==> config.mk <==
export PLATFORM = sky130hd
export DESIGN_NAME = imem_boot_ctrl_flat
export DESIGN_NICKNAME = d
export VERILOG_FILES = /design/src/rtl/imem_boot_ctrl_pkg.sv /design/src/rtl/imem_boot_if.sv /design/src/rtl/imem_boot_ctrl_word_asm.sv /design/src/rtl/imem_boot_ctrl.sv /design/src/flat_wrapper.sv
export SDC_FILE = /design/constraint.sdc
export NUM_CORES = 1
export LEC_CHECK = 0
export ABC_AREA = 1
export CORE_ASPECT_RATIO = 1.75
export CORE_UTILIZATION = 35
export CTS_CLUSTER_SIZE = 12
export DETAILED_ROUTE_END_ITERATION = 6
export PLACE_DENSITY = 0.64
export RECOVER_POWER = 100
export SETUP_SLACK_MARGIN = 0.15
export SYNTH_ARGS = -nofsm -noshare
export SYNTH_HDL_FRONTEND = slang
export SYNTH_HIERARCHICAL = 1
export SYNTH_SLANG_ARGS = --single-unit
==> constraint.sdc <==
create_clock -name CLK -period 4.8 [get_ports CLK]
set_input_delay 1.44 -clock CLK [delete_from_list [all_inputs] [get_ports CLK]]
set_output_delay 1.44 -clock CLK [all_outputs]
set_load 0.02 [all_outputs]
==> src/rtl/imem_boot_ctrl_pkg.sv <==
// Shared types and constants for the instruction-memory boot loader.
// Frame layout: LEN_LO, LEN_HI (word count), then words sent least-significant byte first.
package imem_boot_ctrl_pkg;

  localparam int unsigned IMEM_ADDR_W = 13;
  localparam int unsigned LEN_W       = 16;

  typedef enum logic [2:0] {
    S_LEN0  = 3'd0,
    S_LEN1  = 3'd1,
    S_DATA  = 3'd2,
    S_WRITE = 3'd3,
    S_RUN   = 3'd4
  } boot_state_e;

  // A frame may fill the memory exactly but never exceed it.
  function automatic logic len_too_big(input logic [LEN_W-1:0] len, input int unsigned addr_w);
    return ({1'b0, len} > (17'd1 << addr_w));
  endfunction

endpackage

==> src/rtl/imem_boot_if.sv <==
// Bundle of loader-side signals: UART byte stream in, fetch PC in, memory write port and core reset out.
interface imem_boot_if #(
  parameter int unsigned ADDR_W = 13
) ();

  logic              rx_valid;
  logic [7:0]        rx_data;
  logic              rx_ready;
  logic              reload;
  logic [ADDR_W-1:0] fetch_pc;
  logic [ADDR_W-1:0] mem_addr;
  logic              mem_we;
  logic [31:0]       mem_wdata;
  logic              cpu_nrst;
  logic              load_err;

  modport master (
    output rx_valid, rx_data, reload, fetch_pc,
    input  rx_ready, mem_addr, mem_we, mem_wdata, cpu_nrst, load_err
  );

  modport slave (
    input  rx_valid, rx_data, reload, fetch_pc,
    output rx_ready, mem_addr, mem_we, mem_wdata, cpu_nrst, load_err
  );

endinterface

==> src/rtl/imem_boot_ctrl_word_asm.sv <==
// Byte-to-word assembler: places each accepted byte into the next lane of a 32-bit word, LSB first.
module imem_word_asm (
  input  logic        CLK,
  input  logic        NRST,
  input  logic        clr,
  input  logic        byte_en,
  input  logic [7:0]  byte_in,
  output logic [31:0] word,
  output logic        word_done
);

  logic [1:0]  byte_cnt_q, byte_cnt_d;
  logic [31:0] word_q, word_d;

  // Next lane pointer and word contents.
  always_comb begin
    byte_cnt_d = byte_cnt_q;
    word_d     = word_q;
    if (clr) begin
      byte_cnt_d = 2'd0;
    end else if (byte_en) begin
      byte_cnt_d = byte_cnt_q + 2'd1;
      case (byte_cnt_q)
        2'd0:    word_d[7:0]   = byte_in;
        2'd1:    word_d[15:8]  = byte_in;
        2'd2:    word_d[23:16] = byte_in;
        2'd3:    word_d[31:24] = byte_in;
        default: word_d        = word_q;
      endcase
    end else begin
      byte_cnt_d = byte_cnt_q;
    end
  end

  // Lane pointer and word register.
  always_ff @(posedge CLK) begin
    if (!NRST) begin
      byte_cnt_q <= 2'd0;
      word_q     <= 32'd0;
    end else begin
      byte_cnt_q <= byte_cnt_d;
      word_q     <= word_d;
    end
  end

  assign word      = word_q;
  assign word_done = byte_en && !clr && (byte_cnt_q == 2'd3);

endmodule

==> src/rtl/imem_boot_ctrl.sv <==
// Boot/reload sequencer: loads a length-prefixed word stream into instruction memory while holding
// the core in reset, then hands the memory address over to the fetch PC.
module imem_boot_ctrl
  import imem_boot_ctrl_pkg::*;
#(
  parameter int unsigned ADDR_W      = IMEM_ADDR_W,
  parameter int unsigned TIMEOUT_CYC = 1000000,
  parameter int unsigned SKIP_LOAD   = 0
) (
  input  logic         CLK,
  input  logic         NRST,
  imem_boot_if.slave   bus
);

  localparam int unsigned TMO_W = $clog2(TIMEOUT_CYC + 1);
  localparam logic [TMO_W-1:0] TMO_LAST = TMO_W'(TIMEOUT_CYC - 1);
  localparam boot_state_e RST_STATE = (SKIP_LOAD != 0) ? S_RUN : S_LEN0;
  localparam logic RST_CPU_NRST = (SKIP_LOAD != 0);

  boot_state_e       state_q, state_d;
  logic [ADDR_W-1:0] waddr_q, waddr_d;
  logic [LEN_W-1:0]  word_cnt_q, word_cnt_d;
  logic [LEN_W-1:0]  len_q, len_d;
  logic [TMO_W-1:0]  tmo_q, tmo_d;
  logic              cpu_nrst_q, cpu_nrst_d;
  logic              load_err_q, load_err_d;

  logic        rx_ready_s;
  logic        accept_s;
  logic        byte_en_s;
  logic        asm_clr_s;
  logic        word_done_s;
  logic [31:0] word_s;
  logic [LEN_W-1:0] len_full_s;

  assign rx_ready_s = (state_q == S_LEN0) || (state_q == S_LEN1) || (state_q == S_DATA);
  assign accept_s   = bus.rx_valid && rx_ready_s;
  assign byte_en_s  = accept_s && (state_q == S_DATA);
  assign len_full_s = {bus.rx_data, len_q[7:0]};

  imem_word_asm u_word_asm (
    .CLK       (CLK),
    .NRST      (NRST),
    .clr       (asm_clr_s),
    .byte_en   (byte_en_s),
    .byte_in   (bus.rx_data),
    .word      (word_s),
    .word_done (word_done_s)
  );

  // Next-state, counters and idle timeout; an accepted byte always beats timeout expiry.
  always_comb begin
    state_d    = state_q;
    waddr_d    = waddr_q;
    word_cnt_d = word_cnt_q;
    len_d      = len_q;
    tmo_d      = {TMO_W{1'b0}};
    cpu_nrst_d = cpu_nrst_q;
    load_err_d = load_err_q;
    asm_clr_s  = 1'b0;
    case (state_q)
      S_LEN0: begin
        if (accept_s) begin
          len_d[7:0] = bus.rx_data;
          load_err_d = 1'b0;
          state_d    = S_LEN1;
        end else begin
          state_d = S_LEN0;
        end
      end
      S_LEN1: begin
        if (accept_s) begin
          len_d = len_full_s;
          if (len_full_s == {LEN_W{1'b0}}) begin
            state_d    = S_RUN;
            cpu_nrst_d = 1'b1;
          end else if (len_too_big(len_full_s, ADDR_W)) begin
            load_err_d = 1'b1;
            state_d    = S_LEN0;
          end else begin
            state_d    = S_DATA;
            waddr_d    = {ADDR_W{1'b0}};
            word_cnt_d = {LEN_W{1'b0}};
            asm_clr_s  = 1'b1;
          end
        end else if (tmo_q == TMO_LAST) begin
          load_err_d = 1'b1;
          state_d    = S_LEN0;
          waddr_d    = {ADDR_W{1'b0}};
          word_cnt_d = {LEN_W{1'b0}};
          asm_clr_s  = 1'b1;
        end else begin
          tmo_d = tmo_q + TMO_W'(1'b1);
        end
      end
      S_DATA: begin
        if (accept_s) begin
          state_d = word_done_s ? S_WRITE : S_DATA;
        end else if (tmo_q == TMO_LAST) begin
          load_err_d = 1'b1;
          state_d    = S_LEN0;
          waddr_d    = {ADDR_W{1'b0}};
          word_cnt_d = {LEN_W{1'b0}};
          asm_clr_s  = 1'b1;
        end else begin
          tmo_d = tmo_q + TMO_W'(1'b1);
        end
      end
      S_WRITE: begin
        waddr_d    = waddr_q + ADDR_W'(1'b1);
        word_cnt_d = word_cnt_q + 16'd1;
        if ((word_cnt_q + 16'd1) == len_q) begin
          state_d    = S_RUN;
          cpu_nrst_d = 1'b1;
        end else begin
          state_d = S_DATA;
        end
      end
      S_RUN: begin
        if (bus.reload) begin
          state_d    = S_LEN0;
          cpu_nrst_d = 1'b0;
          waddr_d    = {ADDR_W{1'b0}};
          word_cnt_d = {LEN_W{1'b0}};
        end else begin
          state_d = S_RUN;
        end
      end
      default: begin
        state_d    = S_LEN0;
        cpu_nrst_d = 1'b0;
        waddr_d    = {ADDR_W{1'b0}};
        word_cnt_d = {LEN_W{1'b0}};
        asm_clr_s  = 1'b1;
      end
    endcase
  end

  // Sequencer state registers.
  always_ff @(posedge CLK) begin
    if (!NRST) begin
      state_q    <= RST_STATE;
      waddr_q    <= {ADDR_W{1'b0}};
      word_cnt_q <= {LEN_W{1'b0}};
      len_q      <= {LEN_W{1'b0}};
      tmo_q      <= {TMO_W{1'b0}};
      cpu_nrst_q <= RST_CPU_NRST;
      load_err_q <= 1'b0;
    end else begin
      state_q    <= state_d;
      waddr_q    <= waddr_d;
      word_cnt_q <= word_cnt_d;
      len_q      <= len_d;
      tmo_q      <= tmo_d;
      cpu_nrst_q <= cpu_nrst_d;
      load_err_q <= load_err_d;
    end
  end

  assign bus.rx_ready  = rx_ready_s;
  assign bus.mem_we    = (state_q == S_WRITE);
  assign bus.mem_addr  = (state_q == S_RUN) ? bus.fetch_pc : waddr_q;
  assign bus.mem_wdata = word_s;
  assign bus.cpu_nrst  = cpu_nrst_q;
  assign bus.load_err  = load_err_q;

endmodule

==> src/flat_wrapper.sv <==
// flat-port wrapper written by rule: the top's interface ports become plain ports
module imem_boot_ctrl_flat import imem_boot_ctrl_pkg::*;
#(
  parameter int unsigned ADDR_W      = IMEM_ADDR_W,
  parameter int unsigned TIMEOUT_CYC = 1000000,
  parameter int unsigned SKIP_LOAD   = 0
)
  (CLK, NRST, bus_rx_valid, bus_rx_data, bus_reload, bus_fetch_pc, bus_rx_ready, bus_mem_addr, bus_mem_we, bus_mem_wdata, bus_cpu_nrst, bus_load_err);
  imem_boot_if #(.ADDR_W(ADDR_W)) bus_i ();
  input  logic CLK;
  input  logic NRST;
  input wire logic [$bits(bus_i.rx_valid)-1:0] bus_rx_valid;
  input wire logic [$bits(bus_i.rx_data)-1:0] bus_rx_data;
  input wire logic [$bits(bus_i.reload)-1:0] bus_reload;
  input wire logic [$bits(bus_i.fetch_pc)-1:0] bus_fetch_pc;
  output wire logic [$bits(bus_i.rx_ready)-1:0] bus_rx_ready;
  output wire logic [$bits(bus_i.mem_addr)-1:0] bus_mem_addr;
  output wire logic [$bits(bus_i.mem_we)-1:0] bus_mem_we;
  output wire logic [$bits(bus_i.mem_wdata)-1:0] bus_mem_wdata;
  output wire logic [$bits(bus_i.cpu_nrst)-1:0] bus_cpu_nrst;
  output wire logic [$bits(bus_i.load_err)-1:0] bus_load_err;
  assign bus_i.rx_valid = bus_rx_valid;
  assign bus_i.rx_data = bus_rx_data;
  assign bus_i.reload = bus_reload;
  assign bus_i.fetch_pc = bus_fetch_pc;
  assign bus_rx_ready = bus_i.rx_ready;
  assign bus_mem_addr = bus_i.mem_addr;
  assign bus_mem_we = bus_i.mem_we;
  assign bus_mem_wdata = bus_i.mem_wdata;
  assign bus_cpu_nrst = bus_i.cpu_nrst;
  assign bus_load_err = bus_i.load_err;
  imem_boot_ctrl #(.ADDR_W(ADDR_W), .TIMEOUT_CYC(TIMEOUT_CYC), .SKIP_LOAD(SKIP_LOAD)) u_core (.CLK(CLK), .NRST(NRST), .bus(bus_i));
endmodule
==> flow_summary.json <==
{
  "violations": "DRC",
  "dieArea_sq_um": 16800,
  "setup_viol_count_final": 0,
  "postCtsHoldBufs": 0,
  "grt_overflow": 0,
  "dr.pass1.iters": 7,
  "drc": 6,
  "n_antenna_cell": 0,
  "multi_input_area_sq_um": 2900,
  "tns_ns": 0,
  "p_leak_nw": 2.92,
  "wl_per_cell_microns": 13.0,
  "worstRegToRegCells": 16,
  "worstPathMaxFanout": 1,
  "clock_latency_ns": 0.36,
  "crit_chain": "clkdlybuf4s50_1 > mux2_2 > dlygate4sd3_1",
  "max_stage_delay_ns": 0.64,
  "path_buf_inv": 2,
  "r2r-end": "u_core/state_q[0]",
  "hpwl_microns": 11100,
  "r2r_slack_ns": 2.02,
  "clk_path_buf_depth": 2,
  "worstReg2RegStart": "u_core/tmo_q[0]",
  "ctsRootBufferMaster": "clkbuf_16",
  "port_buffers": 73,
  "nets": 969,
  "drt_iter0_drc": 233,
  "grt_first_pass_wirelength_microns": 24200,
  "end_kind": "output port",
  "place_congestion": 0.885,
  "fmax_mhz": 240,
  "cp.depth": 3,
  "grt_max_degree": 40,
  "cap_violations": 0,
  "fp.dieH_microns": 171,
  "ys_async_sr_fraction_pct": 0,
  "maxSlewHeadroom_pct": 41.1,
  "drive_gt1_share_pct": 5.52,
  "synthFlopType": "dfxtp_1",
  "cts_resized": 0,
  "initial_utilization_pct": 35.9,
  "synth_cell_types": 45,
  "fin_crit_sh_pct": 86.8,
  "syn-num-nets": 899,
  "yosys_warnings": 6,
  "drt-total-wl_microns": 14700,
  "viasPerCell": 4.86,
  "grt_pass1_vias": 5081,
  "ys_ff_latch": 104,
  "worstMarginPinSlew_ns": 0.884,
  "post_cts_buffers": 0,
  "rows": 61,
  "critPathRequiredTime_ns": 3.36,
  "hold_viol": 0,
  "seqCellArea_sq_um": 2080,
  "vias": 5499,
  "hp-class": "flip-flop to flip-flop",
  "cts_tree": "yes",
  "endpoint": "bus_mem_addr[11]",
  "hold_depth": 2,
  "cp-startpoint": "bus_fetch_pc[11]",
  "avgSynthCellArea_sq_um": 6.57,
  "crit_family": "buffers and inverters",
  "area_growth_pct": 19.2,
  "cts-buffers-inserted": 9,
  "synthesis.area_sq_um": 5700,
  "crit_slowest_cell": "dlygate4sd3_1",
  "synth_edf_count": 0,
  "ioPinCount": 74,
  "report.final.slew_viol_count": 0,
  "h-tree-depth": 3,
  "clock_sinks": 104,
  "postRouteAntennaNets": 0,
  "startpoint_type": "primary input",
  "grtUsageTotal_pct": 18.3,
  "status": "complete, but fails checks",
  "worst_ep_arrival_time_ns": 2.73,
  "min_period_ns": 4.17,
  "antenna_found_initial": 0,
  "n_fill_cell": 1662,
  "syn_inst": 867,
  "synth_seq_area_share_pct": 36.5,
  "power_mw": 1.76,
  "ir_drop_v": 0.000161,
  "dieWidth_microns": 98.5,
  "worstSetupPathType": "primary input to output port",
  "core_sq_um": 15900,
  "powerDensity_nw_per_um2": 259,
  "rsz0062_at_grt": "no",
  "finalClockSkew_ns": 0.0149,
  "clk_pin_slew_ns": 0.08
}
how the worst min path moves through the flow:
| stage | to | from | slack (ns) |
|---|---|---|---|
| after floorplan | u_core/tmo_q[0] | u_core/tmo_q[0] | 0.42 |
| after global placement | u_core/tmo_q[0] | u_core/tmo_q[0] | 0.43 |
| after detailed placement | u_core/tmo_q[0] | u_core/tmo_q[0] | 0.45 |
| after CTS | u_core/bus.load_err | u_core/bus.load_err | 0.46 |
| after global routing | u_core/tmo_q[0] | u_core/tmo_q[0] | 0.47 |
| final | u_core/bus.load_err | u_core/bus.load_err | 0.46 |
cells in the mapped netlist (2+ instances only):
library cell	instances	area, sq um
xnor3_1	2	45.0
nor2_1	124	465
nor2_4	5	56.3
o21ai_0	56	280
inv_1	126	473
a21oi_1	50	250
buf_6	6	67.6
nor3_1	11	55.1
xnor2_1	4	35.0
ha_1	7	87.6
nor2_2	6	37.5
nor4_1	4	25.0
nor3b_1	2	15.0
o211ai_1	2	15.0
or2_2	3	18.8
nand2_1	219	822
nand2_2	9	56.3
buf_2	3	15.0
nand3_4	4	70.1
dfxtp_1	104	2080
clkbuf_1	12	45.0
nand2_4	2	22.5
xor2_1	7	61.3
nand3_1	53	265
nand4_1	26	163
state kept, by name, summed over array words and instances, names as in the netlist:
name	cells
u_core/bus.load_err	1
u_core/tmo_q	20
u_core/waddr_q	13
u_core/state_q	3
u_core/len_q	16
u_core/u_word_asm/byte_cnt_q	2
u_core/word_cnt_q	16
u_core/u_word_asm/word	32
u_core/bus.cpu_nrst	1
final cells by class:
type	instances	area share, %
Clock buffer	10	3.37
Clock inverter	6	0.940
Inverter	129	7.15
Multi-Input combinational cell	610	42.7
Sequential cell	104	30.7
Tap cell	189	3.48
Timing Repair Buffer	83	11.7
tightest hold or removal path, delay by kind of cell (launching register included):
kind	cells	cell delay (ns)
compound gates	1	0.05
buf+inv	1	0.05
flops	1	0.31
layer usage:
| layer | part of all wire, % | track usage [%] | wire, microns | vias to the layer above |
|---|---|---|---|---|
| li1 | - | - | - | 2884 |
| met2 | 55 | 35.8 | 8030 | 110 |
| met1 | 39 | 18.9 | 5770 | 2486 |
| met5 | 0 | 0 | 0 | - |
| met4 | 2.5 | 7.59 | 362 | 0 |
| met3 | 3.6 | 3.02 | 531 | 19 |
report_power, final:
part | leakage [nW] | internal (mW) | switching (mW)
registers | 0.841 | 0.875 | 0.0101
logic | 1.94 | 0.0515 | 0.0879
clock network | 0.140 | 0.367 | 0.366
total | 2.92 | 1.29 | 0.464
metrics by stage:
step | util [%] | hold WS (ns) | std cells | cell area [sq um] | setup WS [ns]
after floorplan | - | 0.418 | 867 | 5700 | 1.61
after global placement | 41.4 | 0.432 | 1115 | 6580 | 0.719
after detailed placement | 41.4 | 0.446 | 1115 | 6580 | 0.707
after CTS | 43.3 | 0.461 | 1131 | 6870 | 0.701
after global routing | 42.8 | 0.473 | 1131 | 6790 | 0.507
final | 42.8 | 0.456 | 1131 | 6790 | 0.635
placed cells by master (no fill, tap or decap), types with 2 or more instances in the layout:
cell type          n
a21oi_1           50
buf_4              8
clkbuf_1           3
clkbuf_16          9
clkdlybuf4s50_1   21
dfxtp_1          104
dlygate4sd3_1     51
ha_1               7
inv_1            126
inv_8              2
nand2_1          221
nand2_2            9
nand3_1           57
nand4_1           26
nor2_1           125
nor2_2             6
nor2_4             4
nor3_1            11
nor3b_1            2
nor4_1             4
o211ai_1           2
o21ai_0           56
or2_2              3
xnor2_1            4
xnor3_1            2
xor2_1             7
logic make-up after synthesis:
family / after synthesis / share of synthesized area [%]
AO/OA/AOI/OAI: 116 / 10.6
buffers and inverters: 153 / 11.3
flip-flops: 104 / 36.5
XOR/XNOR: 14 / 2.90
AND/OR/NAND/NOR: 472 / 36.9
multiplexers: 1 / 0.198
adder cells (fa/ha/maj): 7 / 1.54
Note: power is estimated with default switching activity, not from simulation.
